==> src/rtl/clk_div_sched.sv <==
// clk_div_sched: run-time programmable clock divider controller.
// Generates a registered divided clock (clk_o) and an end-of-period strobe (tick).
// Ratio changes go through a req/ack handshake and take effect only at a period
// boundary, so clk_o never shows a runt pulse.
//
// Ports:
//   clk      in   system clock, rising edge
//   rst      in   asynchronous active-low reset
//   en       in   1 = run divider, 0 = idle (clk_o low)
//   div_req  in   ratio change request level, held until div_ack/div_err
//   div_val  in   requested ratio N (valid 2..2**CNT_W-1)
//   div_ack  out  one-cycle pulse: requested ratio applied
//   div_err  out  one-cycle pulse: request rejected (div_val < 2)
//   div_cur  out  ratio currently in effect
//   clk_o    out  divided clock, high for cnt < N>>1
//   tick     out  high in the cycle where cnt == N-1
//   busy     out  request pending, waiting for the period boundary
module clk_div_sched #(
    parameter int unsigned CNT_W       = 8,
    parameter int unsigned DEFAULT_DIV = 4
) (
    input  logic             clk,
    input  logic             rst,
    input  logic             en,
    input  logic             div_req,
    input  logic [CNT_W-1:0] div_val,
    output logic             div_ack,
    output logic             div_err,
    output logic [CNT_W-1:0] div_cur,
    output logic             clk_o,
    output logic             tick,
    output logic             busy
);

    localparam logic [CNT_W-1:0] DEF_DIV = CNT_W'(DEFAULT_DIV);

    typedef enum logic [1:0] {
        ST_IDLE    = 2'd0,
        ST_RUN     = 2'd1,
        ST_SW_PEND = 2'd2
    } state_t;

    state_t           r_state;
    logic [CNT_W-1:0] r_cnt;
    logic [CNT_W-1:0] r_div_cur;
    logic [CNT_W-1:0] r_pend;
    logic             r_clk_o;
    logic             r_tick;
    logic             r_busy;
    logic             r_div_ack;
    logic             r_div_err;

    state_t           w_state_nxt;
    logic [CNT_W-1:0] w_cnt_nxt;
    logic [CNT_W-1:0] w_div_nxt;
    logic [CNT_W-1:0] w_pend_nxt;
    logic [CNT_W-1:0] w_hi_len;
    logic             w_clk_o_nxt;
    logic             w_tick_nxt;
    logic             w_busy_nxt;
    logic             w_ack_nxt;
    logic             w_err_nxt;
    logic             w_run_nxt;
    logic             w_accept;
    logic             w_valid;
    logic             w_wrap;

    // A request still visible during its own ack/err cycle must not be re-captured.
    assign w_accept = div_req && !r_div_ack && !r_div_err && (r_state != ST_SW_PEND);
    assign w_valid  = (div_val >= CNT_W'(2));
    assign w_wrap   = (r_cnt == (r_div_cur - CNT_W'(1)));

    // State and registered outputs.
    always_ff @(posedge clk or negedge rst) begin
        if (!rst) begin
            r_state   <= ST_IDLE;
            r_cnt     <= '0;
            r_div_cur <= DEF_DIV;
            r_pend    <= DEF_DIV;
            r_clk_o   <= 1'b0;
            r_tick    <= 1'b0;
            r_busy    <= 1'b0;
            r_div_ack <= 1'b0;
            r_div_err <= 1'b0;
        end else begin
            r_state   <= w_state_nxt;
            r_cnt     <= w_cnt_nxt;
            r_div_cur <= w_div_nxt;
            r_pend    <= w_pend_nxt;
            r_clk_o   <= w_clk_o_nxt;
            r_tick    <= w_tick_nxt;
            r_busy    <= w_busy_nxt;
            r_div_ack <= w_ack_nxt;
            r_div_err <= w_err_nxt;
        end
    end

    // Next-state logic.
    always_comb begin
        w_state_nxt = r_state;
        case (r_state)
            ST_IDLE: begin
                if (en) w_state_nxt = ST_RUN;
            end
            ST_RUN: begin
                if (!en)                      w_state_nxt = ST_IDLE;
                else if (w_accept && w_valid) w_state_nxt = ST_SW_PEND;
            end
            ST_SW_PEND: begin
                if (!en)         w_state_nxt = ST_IDLE;
                else if (w_wrap) w_state_nxt = ST_RUN;
            end
            default: w_state_nxt = ST_IDLE;
        endcase
    end

    // Next values of counter, ratio and handshake; clk_o/tick derive from the
    // post-edge counter and ratio so they line up with cnt in the same cycle.
    always_comb begin
        w_cnt_nxt  = '0;
        w_div_nxt  = r_div_cur;
        w_pend_nxt = r_pend;
        w_ack_nxt  = 1'b0;
        w_err_nxt  = w_accept && !w_valid;
        case (r_state)
            ST_IDLE: begin
                if (w_accept && w_valid) begin
                    w_div_nxt  = div_val;
                    w_pend_nxt = div_val;
                    w_ack_nxt  = 1'b1;
                end
            end
            ST_RUN: begin
                if (en) begin
                    w_cnt_nxt = w_wrap ? '0 : r_cnt + CNT_W'(1);
                    if (w_accept && w_valid) w_pend_nxt = div_val;
                end else if (w_accept && w_valid) begin
                    // Leaving to idle: nothing to wait for, apply at once.
                    w_div_nxt  = div_val;
                    w_pend_nxt = div_val;
                    w_ack_nxt  = 1'b1;
                end
            end
            ST_SW_PEND: begin
                if (!en || w_wrap) begin
                    w_div_nxt = r_pend;
                    w_ack_nxt = 1'b1;
                end else begin
                    w_cnt_nxt = r_cnt + CNT_W'(1);
                end
            end
            default: begin
                w_cnt_nxt = '0;
            end
        endcase
        w_run_nxt   = (w_state_nxt != ST_IDLE);
        w_hi_len    = w_div_nxt >> 1;
        w_clk_o_nxt = w_run_nxt && (w_cnt_nxt < w_hi_len);
        w_tick_nxt  = w_run_nxt && (w_cnt_nxt == (w_div_nxt - CNT_W'(1)));
        w_busy_nxt  = (w_state_nxt == ST_SW_PEND);
    end

    assign div_ack = r_div_ack;
    assign div_err = r_div_err;
    assign div_cur = r_div_cur;
    assign clk_o   = r_clk_o;
    assign tick    = r_tick;
    assign busy    = r_busy;

endmodule
==> config.mk <==
export PLATFORM = sky130hd
export DESIGN_NAME = clk_div_sched
export DESIGN_NICKNAME = d
export VERILOG_FILES = /design/src/rtl/clk_div_sched.sv
export SDC_FILE = /design/constraint.sdc
export NUM_CORES = 1
export LEC_CHECK = 0
export CAP_MARGIN = 20
export CORE_MARGIN = 1
export CORE_UTILIZATION = 50
export CTS_CLUSTER_DIAMETER = 60
export CTS_CLUSTER_SIZE = 28
export DETAILED_ROUTE_END_ITERATION = 10
export PLACE_DENSITY_LB_ADDON = 0.12
export SETUP_SLACK_MARGIN = 0.15
export SLEW_MARGIN = 20
export SYNTH_ARGS = -nofsm -noshare
export SYNTH_HDL_FRONTEND = slang
export SYNTH_SLANG_ARGS = --single-unit
export TNS_END_PERCENT = 30
==> constraint.sdc <==
create_clock -name clk -period 8.9 [get_ports clk]
set_input_delay 1.78 -clock clk [delete_from_list [all_inputs] [get_ports clk]]
set_output_delay 1.78 -clock clk [all_outputs]
set_load 0.03 [all_outputs]
==> reports/qor.yml <==
max-vdd-ir-drop_uv: 193.4
yosys_warnings: 0
cts_hold_buf: 0
grt_pass1_wl_um: 8328
place_hpwl_um: 3755
worstMarginPinSlew_ns: 0.9414
grt_max_degree: 32
die_h_um: 67.76
routed_via_density: 6.010
insertedDiodeCount: 0
overflow: 0
io_buffers: 24
hold_viol: 0
p_per_area_mw_per_mm2: 349.0
syn_avg_cell_area_um2: 9.400
ant_nets: 0
cp-end-kind: "flop"
fin_ws_ns: 3.563
startpoint_type: "primary input"
hold_depth: 1
slew_headroom_pct: 36.25
reg2regPathDepth: 13
ios: 25
hp-class: "flop to flop"
fin_crit_ns: 5.337
vias: 1833
ff_latch_area_um2: 778.2
initial_core_util_pct: 52.91
regToRegEndpoint: "tick$_DFF_PN0_"
wire_per_inst_um: 16.37
synth_top_cell_by_area: "dfrtp_1"
crit_arrival_ns: 5.53
ys.flop_type: "dfrtp_1"
stdcell_count: 305
worst_hold_path.endpoint: "r_pend[3]$_DFFE_PN0P_"
cp_max_fo: 7
synth_cell_type_count: 54
gr-usage-all-layers_pct: 24.93
place.gp.congestion: 0.8803
leakage_nw: 1.103
cts_buffer_depth: 2
drt_pass1_iterations: 6
cap_violations: 0
cts_tree: "built"
synth_edf_count: 0
post_cts_resized: 0
critPathRequiredTime_ns: 9.09
worstSetupStartpoint: "div_req"
multiInputGateArea_mm2: 0.001296
pre_cts_ws_ns: 3.274
seq_area_frac_synth_pct: 36.00
nets: 279
fp.dieW_um: 67.76
post-route-drc-count: 0
htree_num_levels: 2
fill_cells: 367
finalCritPeriodShare_pct: 59.97
cts_buffers: 5
synth_top_area_share_pct: 33.56
clkTransAtPathRegs_ns: 0.07
synth_area_leaders: "dfrtp_1, ha_1, xnor2_1, mux2_2, xor2_1"
setup_viol: 0
ys_ff_latch: 31
dieArea_mm2: 0.004591
cts_sinks: 31
fin_worst_skew_ns: 0.005334
syn_to_final_growth_pct: 17.13
synth_cells: 230
slew_viol_final: 0
reg2reg_from: "div_cur[0]$_DFF_PN0_"
fmax_mhz: 187.4
worstSetupPathType: "primary input to flop"
grt_pass1_vias: 1620
numPlacedInstances: 297
root_buffer: "clkbuf_8"
finalSetupTns_ns: 0
p_total_mw: 0.8838
antenna_found_initial: 0
hp-start: "r_pend[3]$_DFFE_PN0P_"
async_reset_ff_share_pct: 100.0
rsz0062_at_grt: "no"
synth_area_mm2: 0.002162
drt_wl_total_um: 4994
syn_nets: 255
drt_iter0_drc: 136
clock_latency_ns: 0.28
status: "finished, final reports clean"
drive_gt1_share_pct: 10.20
core-area_mm2: 0.004086
fp-row-count: 23
rrSetupSlack_ns: 4.49
cts_setup_buffers: 0
[cell usage after synthesis, types with 3 or more instances]
master    number
dfrtp_1       29
nor2_1        18
inv_1         15
nand2_1       14
ha_1          13
xnor2_1       13
xor2_1         9
a21oi_1        8
mux2_2         8
nand3_1        8
and3_1         7
clkbuf_1       7
a21o_1         5
nand2b_1       5
o21a_1         5
o21ai_0        5
nor4_1         4
a221oi_1       3
a222oi_1       3
a22o_1         3
and2_1         3
nand4_1        3
nor2b_1        3
nor3_1         3
[power breakdown]
| group | internal, mW | total (mW) | switching (mW) |
|---|---|---|---|
| sequential | 0.190 | 0.242 | 0.0525 |
| clock | 0.0624 | 0.115 | 0.0528 |
| combinational | 0.234 | 0.527 | 0.293 |
[metal layers]
metal | wire, µm | GRT usage [%]
met1 | 2397 | 36.82
met2 | 2221 | 36.26
met3 | 312 | 4.730
met4 | 63 | 7.447
met5 | 0 | 0
[critical path, cell delays in order]
cell,delay [ns]
clkdlybuf4s50_1,0.44
or4b_2,0.60
a21oi_1,0.42
o21ai_0,0.17
a31o_4,0.26
a221oi_1,0.75
ha_1,0.37
xnor2_1,0.13
a311oi_1,0.24
o211ai_1,0.14
nor4_2,0.24
[worst max-delay path by stage]
stage / slack (ns) / end
3_3_place_gp: 3.37 / tick$_DFF_PN0_
3_5_place_dp: 3.27 / tick$_DFF_PN0_
4_1_cts: 3.57 / tick$_DFF_PN0_
2_1_floorplan: 4.09 / tick$_DFF_PN0_
5_1_grt: 3.26 / tick$_DFF_PN0_
6_report: 3.56 / tick$_DFF_PN0_
[area by class of cell]
class | instances | share of cell area, %
Multi-Input combinational cell | 176 | 51.19
Sequential cell | 31 | 30.73
Timing Repair Buffer | 25 | 9.783
Clock buffer | 7 | 3.409
Tap cell | 50 | 2.470
Inverter | 15 | 2.223
Clock inverter | 1 | 0.1976
[layout by cell type, fill, tap and decap left out, drive strengths merged, types with 8 or more instances in the layout]
| cell | n |
|---|---|
| clkdlybuf4s50 | 24 |
| ha | 13 |
| mux2 | 8 |
| inv | 15 |
| xor2 | 9 |
| a21oi | 8 |
| nor2 | 18 |
| xnor2 | 13 |
| nand2 | 14 |
| nand3 | 8 |
| dfrtp | 29 |
[flip-flops by register name (all words and copies together) (netlist names), 2 cells and up]
name and flops:
r_cnt 8, div_cur 8, r_pend 8, r_state 2
[kinds of logic (layout without fill, tap and decap cells)]
kind of cell / count (synthesis) / in the layout / share of synthesized area [%]
simple gates: 80 / 80 / 20.26
compound gates: 52 / 52 / 18.64
flops: 31 / 31 / 36.00
buf+inv: 23 / 48 / 4.051
xor+xnor: 22 / 22 / 8.912
fa+ha+maj: 13 / 13 / 7.523
mux: 9 / 9 / 4.630
[per-stage QoR]
step / instance area, µm² / hold WS [ns] / util (%)
floorplan: 2162 / 0.4816 / -
detailed placement: 2441 / 0.5022 / 59.74
CTS: 2532 / 0.5174 / 61.97
global placement: 2441 / 0.4988 / 59.74
global route: 2532 / 0.5420 / 61.97
finish: 2532 / 0.5276 / 61.97
Power figures use the tool's default switching activity.
